==> src/rtl/clip_pkg.sv <==
// Shared types and helpers for the multi-clip record/playback sequencer.
package clip_pkg;

    typedef enum logic [2:0] {
        ST_IDLE   = 3'd0,
        ST_RECORD = 3'd1,
        ST_FETCH  = 3'd2,
        ST_LOAD   = 3'd3,
        ST_HOLD   = 3'd4
    } state_e;

    // Memory address is the clip index concatenated above the in-clip offset.
    function automatic logic [31:0] build_addr(input logic [31:0] clip,
                                               input logic [31:0] offset,
                                               input int          off_w);
        return (clip << off_w) | offset;
    endfunction

endpackage

==> src/rtl/clip_length_table.sv <==
// Per-clip recorded-length register file: one write port, one async read port.
module clip_length_table #(
    parameter int NUM_CLIPS = 4,
    parameter int LEN_W     = 17
) (
    input  logic                         clock_i,
    input  logic                         reset_i,
    input  logic                         we_i,
    input  logic [$clog2(NUM_CLIPS)-1:0] waddr_i,
    input  logic [LEN_W-1:0]             wdata_i,
    input  logic [$clog2(NUM_CLIPS)-1:0] raddr_i,
    output logic [LEN_W-1:0]             rdata_o
);

    logic [LEN_W-1:0] len_q [NUM_CLIPS];

    // Length storage with synchronous clear.
    always_ff @(posedge clock_i) begin
        if (!reset_i) begin
            for (int i = 0; i < NUM_CLIPS; i++) begin
                len_q[i] <= '0;
            end
        end else if (we_i) begin
            len_q[waddr_i] <= wdata_i;
        end
    end

    assign rdata_o = len_q[raddr_i];

endmodule

==> src/rtl/clip_sequencer.sv <==
// Multi-clip record/playback sequencer over one shared, clip-partitioned sample memory.
module clip_sequencer
    import clip_pkg::*;
#(
    parameter int WORD_LENGTH = 16,
    parameter int NUM_CLIPS   = 4,
    parameter int CLIP_DEPTH  = 65536
) (
    input  logic                                              clock_i,
    input  logic                                              reset_i,
    input  logic                                              record_start_i,
    input  logic                                              play_start_i,
    input  logic                                              stop_i,
    input  logic                                              loop_i,
    input  logic [$clog2(NUM_CLIPS)-1:0]                      clip_select_i,
    input  logic                                              rec_valid_i,
    input  logic [WORD_LENGTH-1:0]                            rec_data_i,
    input  logic                                              play_ready_i,
    output logic [WORD_LENGTH-1:0]                            play_data_o,
    output logic                                              record_enable_o,
    output logic                                              play_enable_o,
    output logic                                              mem_en_o,
    output logic                                              mem_we_o,
    output logic [$clog2(NUM_CLIPS)+$clog2(CLIP_DEPTH)-1:0]   mem_addr_o,
    output logic [WORD_LENGTH-1:0]                            mem_wdata_o,
    input  logic [WORD_LENGTH-1:0]                            mem_rdata_i,
    output logic [$clog2(NUM_CLIPS)-1:0]                      active_clip_o,
    output logic                                              busy_o,
    output logic                                              done_o,
    output logic                                              full_o
);

    localparam int CLIP_W = $clog2(NUM_CLIPS);
    localparam int OFF_W  = $clog2(CLIP_DEPTH);
    localparam int LEN_W  = OFF_W + 1;
    localparam int ADDR_W = CLIP_W + OFF_W;
    localparam logic [LEN_W-1:0] DEPTH_LEN = LEN_W'(CLIP_DEPTH);

    state_e                 state_q, state_d;
    logic [CLIP_W-1:0]      clip_q, clip_d;
    logic [OFF_W-1:0]       off_q, off_d;
    logic [WORD_LENGTH-1:0] play_data_q, play_data_d;
    logic                   done_q, done_d;
    logic                   full_q, full_d;

    logic                   len_we_s;
    logic [CLIP_W-1:0]      len_waddr_s;
    logic [LEN_W-1:0]       len_wdata_s;
    logic [CLIP_W-1:0]      len_raddr_s;
    logic [LEN_W-1:0]       len_rdata_s;
    logic [LEN_W-1:0]       next_len_s;
    logic                   mem_we_s;
    logic                   mem_en_s;

    // In IDLE the table answers for the requested clip, otherwise for the active one.
    assign len_raddr_s = (state_q == ST_IDLE) ? clip_select_i : clip_q;
    assign next_len_s  = {1'b0, off_q} + LEN_W'(1);

    clip_length_table #(
        .NUM_CLIPS (NUM_CLIPS),
        .LEN_W     (LEN_W)
    ) u_len_table (
        .clock_i (clock_i),
        .reset_i (reset_i),
        .we_i    (len_we_s),
        .waddr_i (len_waddr_s),
        .wdata_i (len_wdata_s),
        .raddr_i (len_raddr_s),
        .rdata_o (len_rdata_s)
    );

    // Memory port is decoded from the current state so read data lines up with LOAD.
    assign mem_we_s    = (state_q == ST_RECORD) && rec_valid_i && !stop_i;
    assign mem_en_s    = mem_we_s || (state_q == ST_FETCH);
    assign mem_en_o    = mem_en_s;
    assign mem_we_o    = mem_we_s;
    assign mem_addr_o  = mem_en_s ? ADDR_W'(build_addr(32'(clip_q), 32'(off_q), OFF_W)) : '0;
    assign mem_wdata_o = mem_we_s ? rec_data_i : '0;

    // Next-state, offset and length-table update logic.
    always_comb begin
        state_d     = state_q;
        clip_d      = clip_q;
        off_d       = off_q;
        play_data_d = play_data_q;
        done_d      = 1'b0;
        full_d      = 1'b0;
        len_we_s    = 1'b0;
        len_waddr_s = clip_q;
        len_wdata_s = '0;
        if ((state_q != ST_IDLE) && stop_i) begin
            state_d     = ST_IDLE;
            done_d      = 1'b1;
            play_data_d = '0;
        end else begin
            case (state_q)
                ST_IDLE: begin
                    if (record_start_i) begin
                        clip_d      = clip_select_i;
                        off_d       = '0;
                        len_we_s    = 1'b1;
                        len_waddr_s = clip_select_i;
                        len_wdata_s = '0;
                        state_d     = ST_RECORD;
                    end else if (play_start_i && (len_rdata_s != '0)) begin
                        clip_d  = clip_select_i;
                        off_d   = '0;
                        state_d = ST_FETCH;
                    end else begin
                        state_d = ST_IDLE;
                    end
                end
                ST_RECORD: begin
                    if (rec_valid_i) begin
                        len_we_s    = 1'b1;
                        len_wdata_s = next_len_s;
                        if (next_len_s == DEPTH_LEN) begin
                            full_d  = 1'b1;
                            done_d  = 1'b1;
                            state_d = ST_IDLE;
                        end else begin
                            off_d = off_q + OFF_W'(1);
                        end
                    end else begin
                        state_d = ST_RECORD;
                    end
                end
                ST_FETCH: begin
                    state_d = ST_LOAD;
                end
                ST_LOAD: begin
                    play_data_d = mem_rdata_i;
                    state_d     = ST_HOLD;
                end
                ST_HOLD: begin
                    if (play_ready_i) begin
                        if (next_len_s == len_rdata_s) begin
                            if (loop_i) begin
                                off_d   = '0;
                                state_d = ST_FETCH;
                            end else begin
                                done_d      = 1'b1;
                                play_data_d = '0;
                                state_d     = ST_IDLE;
                            end
                        end else begin
                            off_d   = off_q + OFF_W'(1);
                            state_d = ST_FETCH;
                        end
                    end else begin
                        state_d = ST_HOLD;
                    end
                end
                default: begin
                    state_d = ST_IDLE;
                end
            endcase
        end
    end

    // State and registered output storage.
    always_ff @(posedge clock_i) begin
        if (!reset_i) begin
            state_q     <= ST_IDLE;
            clip_q      <= '0;
            off_q       <= '0;
            play_data_q <= '0;
            done_q      <= 1'b0;
            full_q      <= 1'b0;
        end else begin
            state_q     <= state_d;
            clip_q      <= clip_d;
            off_q       <= off_d;
            play_data_q <= play_data_d;
            done_q      <= done_d;
            full_q      <= full_d;
        end
    end

    assign play_data_o     = play_data_q;
    assign done_o          = done_q;
    assign full_o          = full_q;
    assign active_clip_o   = clip_q;
    assign busy_o          = (state_q != ST_IDLE);
    assign record_enable_o = (state_q == ST_RECORD);
    assign play_enable_o   = (state_q == ST_FETCH) || (state_q == ST_LOAD) || (state_q == ST_HOLD);

endmodule
==> config.mk <==
export PLATFORM = sky130hd
export DESIGN_NAME = clip_sequencer
export DESIGN_NICKNAME = d
export VERILOG_FILES = /design/src/rtl/clip_pkg.sv /design/src/rtl/clip_length_table.sv /design/src/rtl/clip_sequencer.sv
export SDC_FILE = /design/constraint.sdc
export NUM_CORES = 1
export LEC_CHECK = 0
export BUFFER_PORTS_ARGS = -buffer_cell sky130_fd_sc_hd__buf_2
export CAP_MARGIN = 0
export CORE_MARGIN = 2
export CORE_UTILIZATION = 30
export CTS_CLUSTER_DIAMETER = 80
export DETAILED_ROUTE_END_ITERATION = 10
export GPL_ROUTABILITY_DRIVEN = 1
export PLACE_DENSITY = 0.54
export SYNTH_ARGS = -nofsm -noshare
export SYNTH_HDL_FRONTEND = slang
export SYNTH_SLANG_ARGS = --single-unit
==> constraint.sdc <==
create_clock -name clock_i -period 3.06 [get_ports clock_i]
set_input_delay 0.612 -clock clock_i [delete_from_list [all_inputs] [get_ports clock_i]]
set_output_delay 0.612 -clock clock_i [all_outputs]
set_load 0.01 [all_outputs]
# == Yosys cells after proc, flatten, opt, wreduce, memory -nomap -nowiden ==
# Memory sizes are Yosys's and may differ from the RTL's.
# Cells that the tools add are included.
# totals
wordCells,96
mem_count,1
mem_bits_rw,68
in_bits,42
reg_bits,39
out_inout_bits,59
# classes
add_sub_neg,2
eq_ne,14
n_mux,49
reduce_logical,20
bitwise,4
# memory_table
name,depth,width,rd,rd_clocked_by_memory_dff,write_ports,line,text
u_len_table.len_q,4,17,1,0,4,clip_length_table.sv:15,logic [LEN_W-1:0] len_q [NUM_CLIPS];
# op_table
operator,count
$mux 16,11
$mux 17,4
$pmux 16 s3,1
$pmux 16 s2,1
$mux 2,10
$mux 18,1
$or 18x16->18,1
$add 16x1->17 const B,1
$eq 17x17->1,1
$eq 17x17->1 const B,1
$reduce_bool 17->1,1
$reduce_or 17->1,1
$add 16x1->16 const B,1
$pmux 3 s5,1
$mux 1,14
$mux 3,4
$ne 2x2->1 const B,5
$reduce_and 7->1,1
$eq 3x2->1 const B,2
$ne 3x2->1 const B,2
$reduce_bool 3->1,2
$logic_and 1x1->1,4
$pmux 1 s2,2
$reduce_and 4->1,1
other kinds (11),16

# == Longest topological paths before layout ==
# Gate-level depths: netlist (run 1).
# depth
depth_word,8
depth_mapped,13

# == Modules after synthesis ==
# A second synthesis (run 1) with hierarchy kept.
# hier_totals
hier_cells,538
hier_area_um2,5959.5
# modules_own_cells
mod,area_each_um2,cells_each,seq_area_each_um2,instances
clip_length_table,3020.4,175,2042.0,1
clip_sequencer,2939.1,363,780.7,1

# == Least setup slack after synthesis (run 1) ==
# Ideal clock, no wire load.
# synth_path
path_type,input to register
startpoint,input clip_select_i[0]
endpoint,register off_q[0]
path_slack_ps,-9
arrival_time_ps,2955
path_stages,12
setup_time_ps,114
path_buffers,3
path_cell_list,buf_2 buf_2 mux4_2 mux2_2 xnor2_1 a2111oi_0 and4_1 nand4_1 o21ai_2 buf_4 nor2_1 a21o_1
# synth_via
elab_chain_len,6
word_cells_on_any_way,11
classes_between,eq/ne (3); mux (4); reduce/logical (3); memory (1)
# synth_lines
item,line,text
"start, declared",clip_sequencer.sv:15,"input logic [$clog2(NUM_CLIPS)-1:0] clip_select_i,"
$mux 2 (*),clip_sequencer.sv:56,assign len_raddr_s = (state_q == ST_IDLE) ? clip_select_i : clip_q;
$mem_v2 4x17 (*),--,
$eq 17x17->1 or $reduce_bool 17->1 (tied branches),"clip_sequencer.sv:137, clip_sequencer.sv:105",
$mux 16 or $logic_and 1x1->1 (tied branches),"clip_sequencer.sv:137, clip_sequencer.sv:105",
$mux 16 or $ne 3x2->1 (tied branches),--,
$pmux 16 s3 or $reduce_and 7->1 (tied branches),--,
"end signal, assigned",clip_sequencer.sv:166,off_q <= '0;
"end signal, assigned",clip_sequencer.sv:173,off_q <= off_d;
"end, declared",clip_sequencer.sv:41,"logic [OFF_W-1:0] off_q, off_d;"
# Mark *: on every way between the ends. The rest lies on a longest branch, timed or not. The select of a mux whose other input is x is not followed.
# A chain may end at the register's enable or synchronous reset.

# == Worst setup path in the final report (run 1) ==
# layout_path
startpoint,input clip_select_i[1]
endpoint,"register play_data_q[12], in the netlist play_data_o[12]"
# layout_via
elab_chain_len,5
# layout_lines
item,line,text
$mux 2,clip_sequencer.sv:56,
$mem_v2 4x17,--,
$eq 17x17->1,clip_sequencer.sv:137,if (next_len_s == len_rdata_s) begin
$ne 2x2->1 (no source line),--,
$reduce_and 4->1 (no source line),--,
"end signal, assigned",clip_sequencer.sv:174,play_data_q <= play_data_d;
"end, declared",clip_sequencer.sv:42,"logic [WORD_LENGTH-1:0] play_data_q, play_data_d;"
# No other way between the ends.

==> out/metrics.cfg, run 1 <==
[placement]
portBuffers=100
place.gp.congestion=0.850
placed_area_um2=7730
dp.cells=1002
hpwlAfterDp_mm=14.3

[floorplan]
die_height_um=151
die_w_um=151
start_util_pct=30.7
rows=53
io_pins=101
core_um2=21000
fp.dieArea_um2=22700

[synth]
yosysTopAreaCellShare_pct=31.7
synthArstFlopShare_pct=0
ys_top_cells_by_count=nor2_1 (76), edfxtp_1 (68), dfxtp_1 (39)
synthCells=582
synth_top_area_cell=edfxtp_1
synth.most_common_cell=nor2_1
synth_nets=625
ys_seq_area_share_pct=43.8
synth-edff-count=68
synth-main-ff-cell=edfxtp_1
syn_area_per_cell_um2=11.1
synth_area_um2=6440
ys_ff_latch=107
yosys-top-cells-area=edfxtp_1 (32%), dfxtp_1 (12%), mux4_2 (9.4%), nor2_1 (4.4%), mux2i_1 (3.7%)
synth_cell_types=72
synth_warnings=0

[power]
vdd_ir_drop_max_v=0.000281
leakage_uw=0.00361
power_density_nw_per_um2=548

[critical_path]
max_stage_delay_ns=0.49
path_cells=buf_8 -> buf_12 -> buf_4 -> mux4_2 -> mux2i_2 -> xnor3_1 -> nor4_1 -> and4_2 -> nand4_4 -> nor3_4 -> nor3b_4 -> a22o_1
crit_path_end_kind=flop
crit_path_start_kind=primary input
rr_worst_depth=11
crit_slowest_cell=mux4_2
arrival_ns=3.32
crit_type=primary input to flop
critPathMaxFanout=8
required_ns=3.31

[finish]
final_core_util_pct=40.2
area_growth_pct=31.1
fin_cells=1044
drive_above_1_share_pct=39.4
num_antenna_cells=0
final_area_um2=8450
nets=807

[sta]
rsz0062_at_grt=true
hold_viol_final=0
skew_ns=0.00979
tightest_slew_ns=0.764
max_freq_mhz=326
setup-violations-final=1
slew_viol_final=0
finalCritPeriodShare_pct=100
final.setup.worst_slack_ns=-0.0104
slew_headroom_pct=48.5
fin_crit_ns=3.07

[clocking]
clkSlewWorstSetupHoldPaths_ns=0.07
cts-htree-levels=3
cts-root-buf=clkbuf_16
cts_tree=built
clock_latency_ns=0.36
cts-buffers-inserted=9
clk_path_buf_depth=2
clock_sinks=107

[routing]
ant_nets=0
first_iter_violations=321
routedWlPerCell_um=19.1
drc=0
drt_pass1_iterations=6
avgViaCountPerCell=5.15
drt_wl_total_mm=19.9
dr_total_vias=5378

[grt]
grt_pass1_wl_mm=30.0
gr-total-overflow=0
grt_max_degree=20
grt_pass1_vias=5318
antenna_found_initial=0
grt_usage_pct=17.5

[worst_hold_path]
whs_path_depth=2
worstHoldPathType=primary input to flop

[status]
violations=setup timing
status=finished, violations left

[flow_run]
cap_violations=0

==> critical path: cells and delay by family <==
kind	cells	cell delay (ns)
buf+inv	3	0.36
simple gates	5	1.07
mux	2	0.69
compound gates	1	0.27
xor+xnor	1	0.29
==> layout by cell type (no fill, tap or decap), types with 5 or more instances in the layout <==
cell	count
a22o_1	16
and3_1	7
nand2_1	31
edfxtp_1	68
nor2b_1	7
nand2b_1	14
o21ai_0	12
mux2_2	6
nor2_1	73
buf_2	98
nor3_1	10
o2bb2ai_1	9
and2_1	36
buf_6	5
a21oi_1	9
buf_4	97
xor2_1	5
clkbuf_16	9
xnor3_1	7
dfxtp_1	36
xnor2_1	11
inv_1	24
nand3_1	15
mux4_2	27
mux2i_1	21
==> final cells by class <==
type	instances	area, µm²
tap	275	344
fill	2046	12600
clock inverter	6	82.6
inverter	25	93.8
sequential	107	2830
multi-input combinational	415	3470
clock buffer	10	229
timing repair buffer	206	1400
==> final timing paths <==
kind | slack (ns) | start | endpoint
hold reg to reg | 0.49 | play_data_o[14] | play_data_o[14]
setup reg to reg | -0.01 | active_clip_o[1] | play_data_o[12]
hold / removal | 0.46 | mem_rdata_i[7] | play_data_o[7]
setup / recovery | -0.01 | clip_select_i[1] | play_data_o[12]
==> per-stage QoR <==
| step | hold slack (ns) | power [µW] | setup TNS (ns) | setup slack, ns |
|---|---|---|---|---|
| 6_report | 0.460 | 4630 | -0.0104 | -0.0104 |
| 5_1_grt | 0.452 | 4830 | -2.06 | -0.129 |
| 4_1_cts | 0.446 | 4540 | -0.0612 | -0.0174 |
| 3_5_place_dp | 0.464 | 3180 | -17.54 | -0.610 |
| 3_3_place_gp | 0.459 | 3160 | -14.16 | -0.466 |
| 2_1_floorplan | 0.480 | 2620 | 0 | 0.00452 |
==> flip-flops by register name (all words and copies together) (netlist names) <==
register and flops:
off_q 16, u_len_table.len_q 68, active_clip_o 2, play_data_o 16, done_o 1, full_o 1
state_q 3
==> metal layers <==
layer / GRT usage (%) / share of wire, % / up-vias
li1: - / - / 2520
met1: 24.3 / 44 / 2667
met2: 28.8 / 49 / 169
met3: 2.64 / 5.3 / 22
met4: 4.53 / 1.4 / 0
met5: 0 / 0 / -
==> logic make-up (layout without fill, tap and decap cells) <==
family / count (synthesis) / count (layout) / synth area share, %
buf+inv: 61 / 247 / 4.62
flops: 107 / 107 / 43.8
compound gates: 90 / 90 / 11.1
simple gates: 242 / 243 / 21.1
mux: 57 / 57 / 14.2
fa+ha+maj: 1 / 1 / 0.194
xor+xnor: 24 / 24 / 4.99
==> power by group <==
| group | switching (µW) | internal [µW] |
|---|---|---|
| logic | 912 | 811 |
| clock network | 573 | 656 |
| registers | 58.0 | 1620 |
| total | 1540 | 3090 |
==> repair_timing <==
item,CTS,global route
hold buffers,0,0
setup buffers,14,10
endpoints found under the setup margin,32,35
gates cloned,2,0
pin swaps,22,22
gates resized for setup,19,27
Power figures use the tool's default switching activity.
==> run 2, diff against run 1 <==
--- a/config.mk
+++ b/config.mk
@@ -12,7 +12,7 @@
 export CTS_CLUSTER_DIAMETER = 80
 export DETAILED_ROUTE_END_ITERATION = 10
 export GPL_ROUTABILITY_DRIVEN = 1
-export PLACE_DENSITY = 0.54
+export PLACE_DENSITY_LB_ADDON = 0.2
 export SYNTH_ARGS = -nofsm -noshare
 export SYNTH_HDL_FRONTEND = slang
 export SYNTH_SLANG_ARGS = --single-unit
==> run 2 against run 1 <==
Count of clock-buffer cells in the layout down 1. Via count fell by 1.9%. Critical path depth decreased by 1. Total power grew 2.7%. Largest cell class unchanged. Global-route usage is 0.092 points lower. Worst hold slack lost 0.0012 ns. Cell count did not move. The run now ends clean. Combinational power up 9.9%. Register-to-register slack improved by 0.05 ns. Final area is 2.4% higher. Critical path type is now flop to flop.
==> out/metrics.cfg, run 2 (synthesis results as in run 1) <==
[status]
status=finished clean

[grt]
grt.busiest_layer=met2
grtUsageMet2_pct=30.3  ; +1.5 points
gr-total-overflow=0  ; unchanged
grt_usage_pct=17.5  ; -0.092 points
grt.met1_usage_pct=22.8  ; -1.4 points
grt_pass1_wl_mm=29.7  ; -1.1%
grt_max_degree=23  ; +15%
antenna_found_initial=0  ; unchanged
met3_usage_pct=2.85  ; +0.21 points
grt_pass1_vias=5240  ; -1.5%

[clocking]
clock_sinks=107  ; unchanged
cts-root-buf=clkbuf_16
cts-htree-levels=3  ; unchanged
cts_hold_buf=0  ; unchanged
clk_path_buf_depth=2  ; unchanged
cts-buffers-inserted=9  ; unchanged
clkSlewWorstSetupHoldPaths_ns=0.08  ; about the same
clock_latency_ns=0.36  ; about the same
cts_tree=built

[finish]
drive_above_1_share_pct=41.5  ; +2.1 points
regArea_um2=2840  ; +0.22%
layout_commonest_cell=buf_2
largest_reg_flops=68  ; unchanged
multi_input_area_um2=3600  ; +3.7%
top_register=u_len_table.len_q
fill_cells=2000  ; -2.2%
nets=807  ; unchanged
final_core_util_pct=41.2  ; +0.96 points
area_growth_pct=34.3
num_antenna_cells=0  ; unchanged
final_cell_mix=buf_2 (98), buf_4 (89), nor2_1 (75), edfxtp_1 (68), and2_1 (36)

[sta]
max_freq_mhz=331  ; +1.7%
final.setup.worst_slack_ns=0.0399  ; +0.0503 ns
slew_headroom_pct=49.3  ; +0.82 points
finalCritPeriodShare_pct=98.7  ; -1.6 points
hold_viol_final=0  ; unchanged
rsz0062_at_grt=true
fin_crit_ns=3.02  ; -0.0503 ns
tightest_slew_ns=0.752  ; -0.0121 ns
setup-violations-final=0  ; -1
skew_ns=0.0149  ; +0.00512 ns
slew_viol_final=0  ; unchanged

[floorplan]
fp.dieArea_um2=22700  ; unchanged
io_pins=101  ; unchanged
rows=53  ; unchanged
core_um2=21000  ; unchanged
die_height_um=151  ; unchanged
start_util_pct=30.7  ; unchanged
die_w_um=151  ; unchanged

[power]
p_int_uw=3110  ; +0.84%
p_sw_share_pct=34.5  ; +1.2 points
clkPwrFrac_pct=24.9  ; -1.6 points
power_density_nw_per_um2=550  ; +0.31%
seq_power_share_pct=35.5  ; -0.8 points
switchingPower_uw=1640  ; +6.5%
combPwrFrac_pct=39.7  ; +2.5 points
leakage_uw=0.00366  ; +1.3%
vdd_ir_drop_max_v=0.000243  ; -14%

[placement]
place.gp.congestion=0.876  ; +3.1%
dp_worst_setup_slack_ns=-0.592  ; +0.0187 ns
hpwlAfterDp_mm=14.6  ; +2.0%
portBuffers=100  ; unchanged

[worst_hold_path]
whs_path_depth=2  ; unchanged
hold_path.startpoint=mem_rdata_i[2]
worstHoldPathType=primary input to flop
whs_endpoint=play_data_o[2]

[flow_run]
cap_violations=0  ; unchanged

[routing]
avgViaCountPerCell=5.05  ; -1.9%
drc=0  ; unchanged
drt_wl_total_mm=20.0  ; +0.54%
drt_pass1_iterations=4  ; -2
first_iter_violations=272  ; -15%
dr_total_vias=5275  ; -1.9%
ant_nets=0  ; unchanged
routedWlPerCell_um=19.2  ; +0.54%

[critical_path]
rrSetupSlack_ns=0.04  ; +0.05 ns
max_stage_delay_ns=0.55  ; +0.06 ns
r2r-start=active_clip_o[1]
rr_endpoint=off_q[12]
required_ns=3.31  ; about the same
crit_slowest_cell=mux4_2
crit_type=flop to flop
crit_buf_inv=2  ; -1
cp_top_family=compound AO/OA/AOI/OAI gates
path_cells=buf_8 -> mux4_2 -> nor4_4 -> mux2i_2 -> nor4b_4 -> a31oi_4 -> o311a_1 -> o21ai_2 -> buf_12 -> nor3b_1 -> a211o_1
arrival_ns=3.27  ; -0.05 ns
rr_worst_depth=11  ; unchanged
crit_path_end_kind=flop
critPathMaxFanout=12  ; +4
crit_path_start_kind=flop

[run 2: cell types whose count changed in the layout (fill, tap and decap cells not counted), sizes merged]
cell and delta:
inv +1, clkinvlp +1, bufinv -1, nor3b -1
[run 2: area by class of cell]
class	count	area share, %
Clock buffer	9	2.60
Clock inverter	7	0.781
Inverter	25	1.08
Multi-Input combinational cell	414	41.6
Sequential cell	107	32.8
Tap cell	275	3.98
Timing Repair Buffer	207	17.2
[run 2: through the flow]
step	hold slack [ns]	total power, µW	std cells	instance area, µm²	setup TNS, ns
floorplan	0.480	2620	582	6440	0
detailed placement	0.461	3260	1010	7840	-18.02
finish	0.459	4760	1044	8650	0
global placement	0.455	3240	1010	7840	-14.42
CTS	0.452	4540	1030	8270	0
global route	0.460	4980	1044	8650	-1.30
[run 2: layer usage]
layer  vias up  part of all wire [%]
li1       2517                     -
met1      2621                    43
met2       123                    51
met3        14                   4.6
met4         0                   1.2
met5         -                     0
[run 2: repair_timing]
item                       4_1_cts  5_1_grt
setup endpoints to repair       34       34
gates cloned                     0        1
resized for setup               23       57
pin swaps                        5       33
buffers inserted                 4       15
[run 2: worst max-delay path by stage]
stage	start	to	slack [ns]	cells past startpoint
5_1_grt	active_clip_o[1]	off_q[2]	-0.12	11
4_1_cts	state_q[2]	off_q[11]	0.009	15
3_5_place_dp	clip_select_i[1]	play_data_o[12]	-0.59	13
6_report	active_clip_o[1]	off_q[12]	0.04	11
3_3_place_gp	clip_select_i[1]	play_data_o[8]	-0.47	12
2_1_floorplan	clip_select_i[1]	play_data_o[10]	0.005	11
[run 2: power by group through the flow]
stage / sequential, µW / combinational [µW] / clock, µW
6_report: 1690 / 1890 / 1180
5_1_grt: 1700 / 2020 / 1260
4_1_cts: 1680 / 1650 / 1210
3_5_place_dp: 1710 / 1550 / 0
3_3_place_gp: 1710 / 1540 / 0
2_1_floorplan: 1700 / 915 / 0
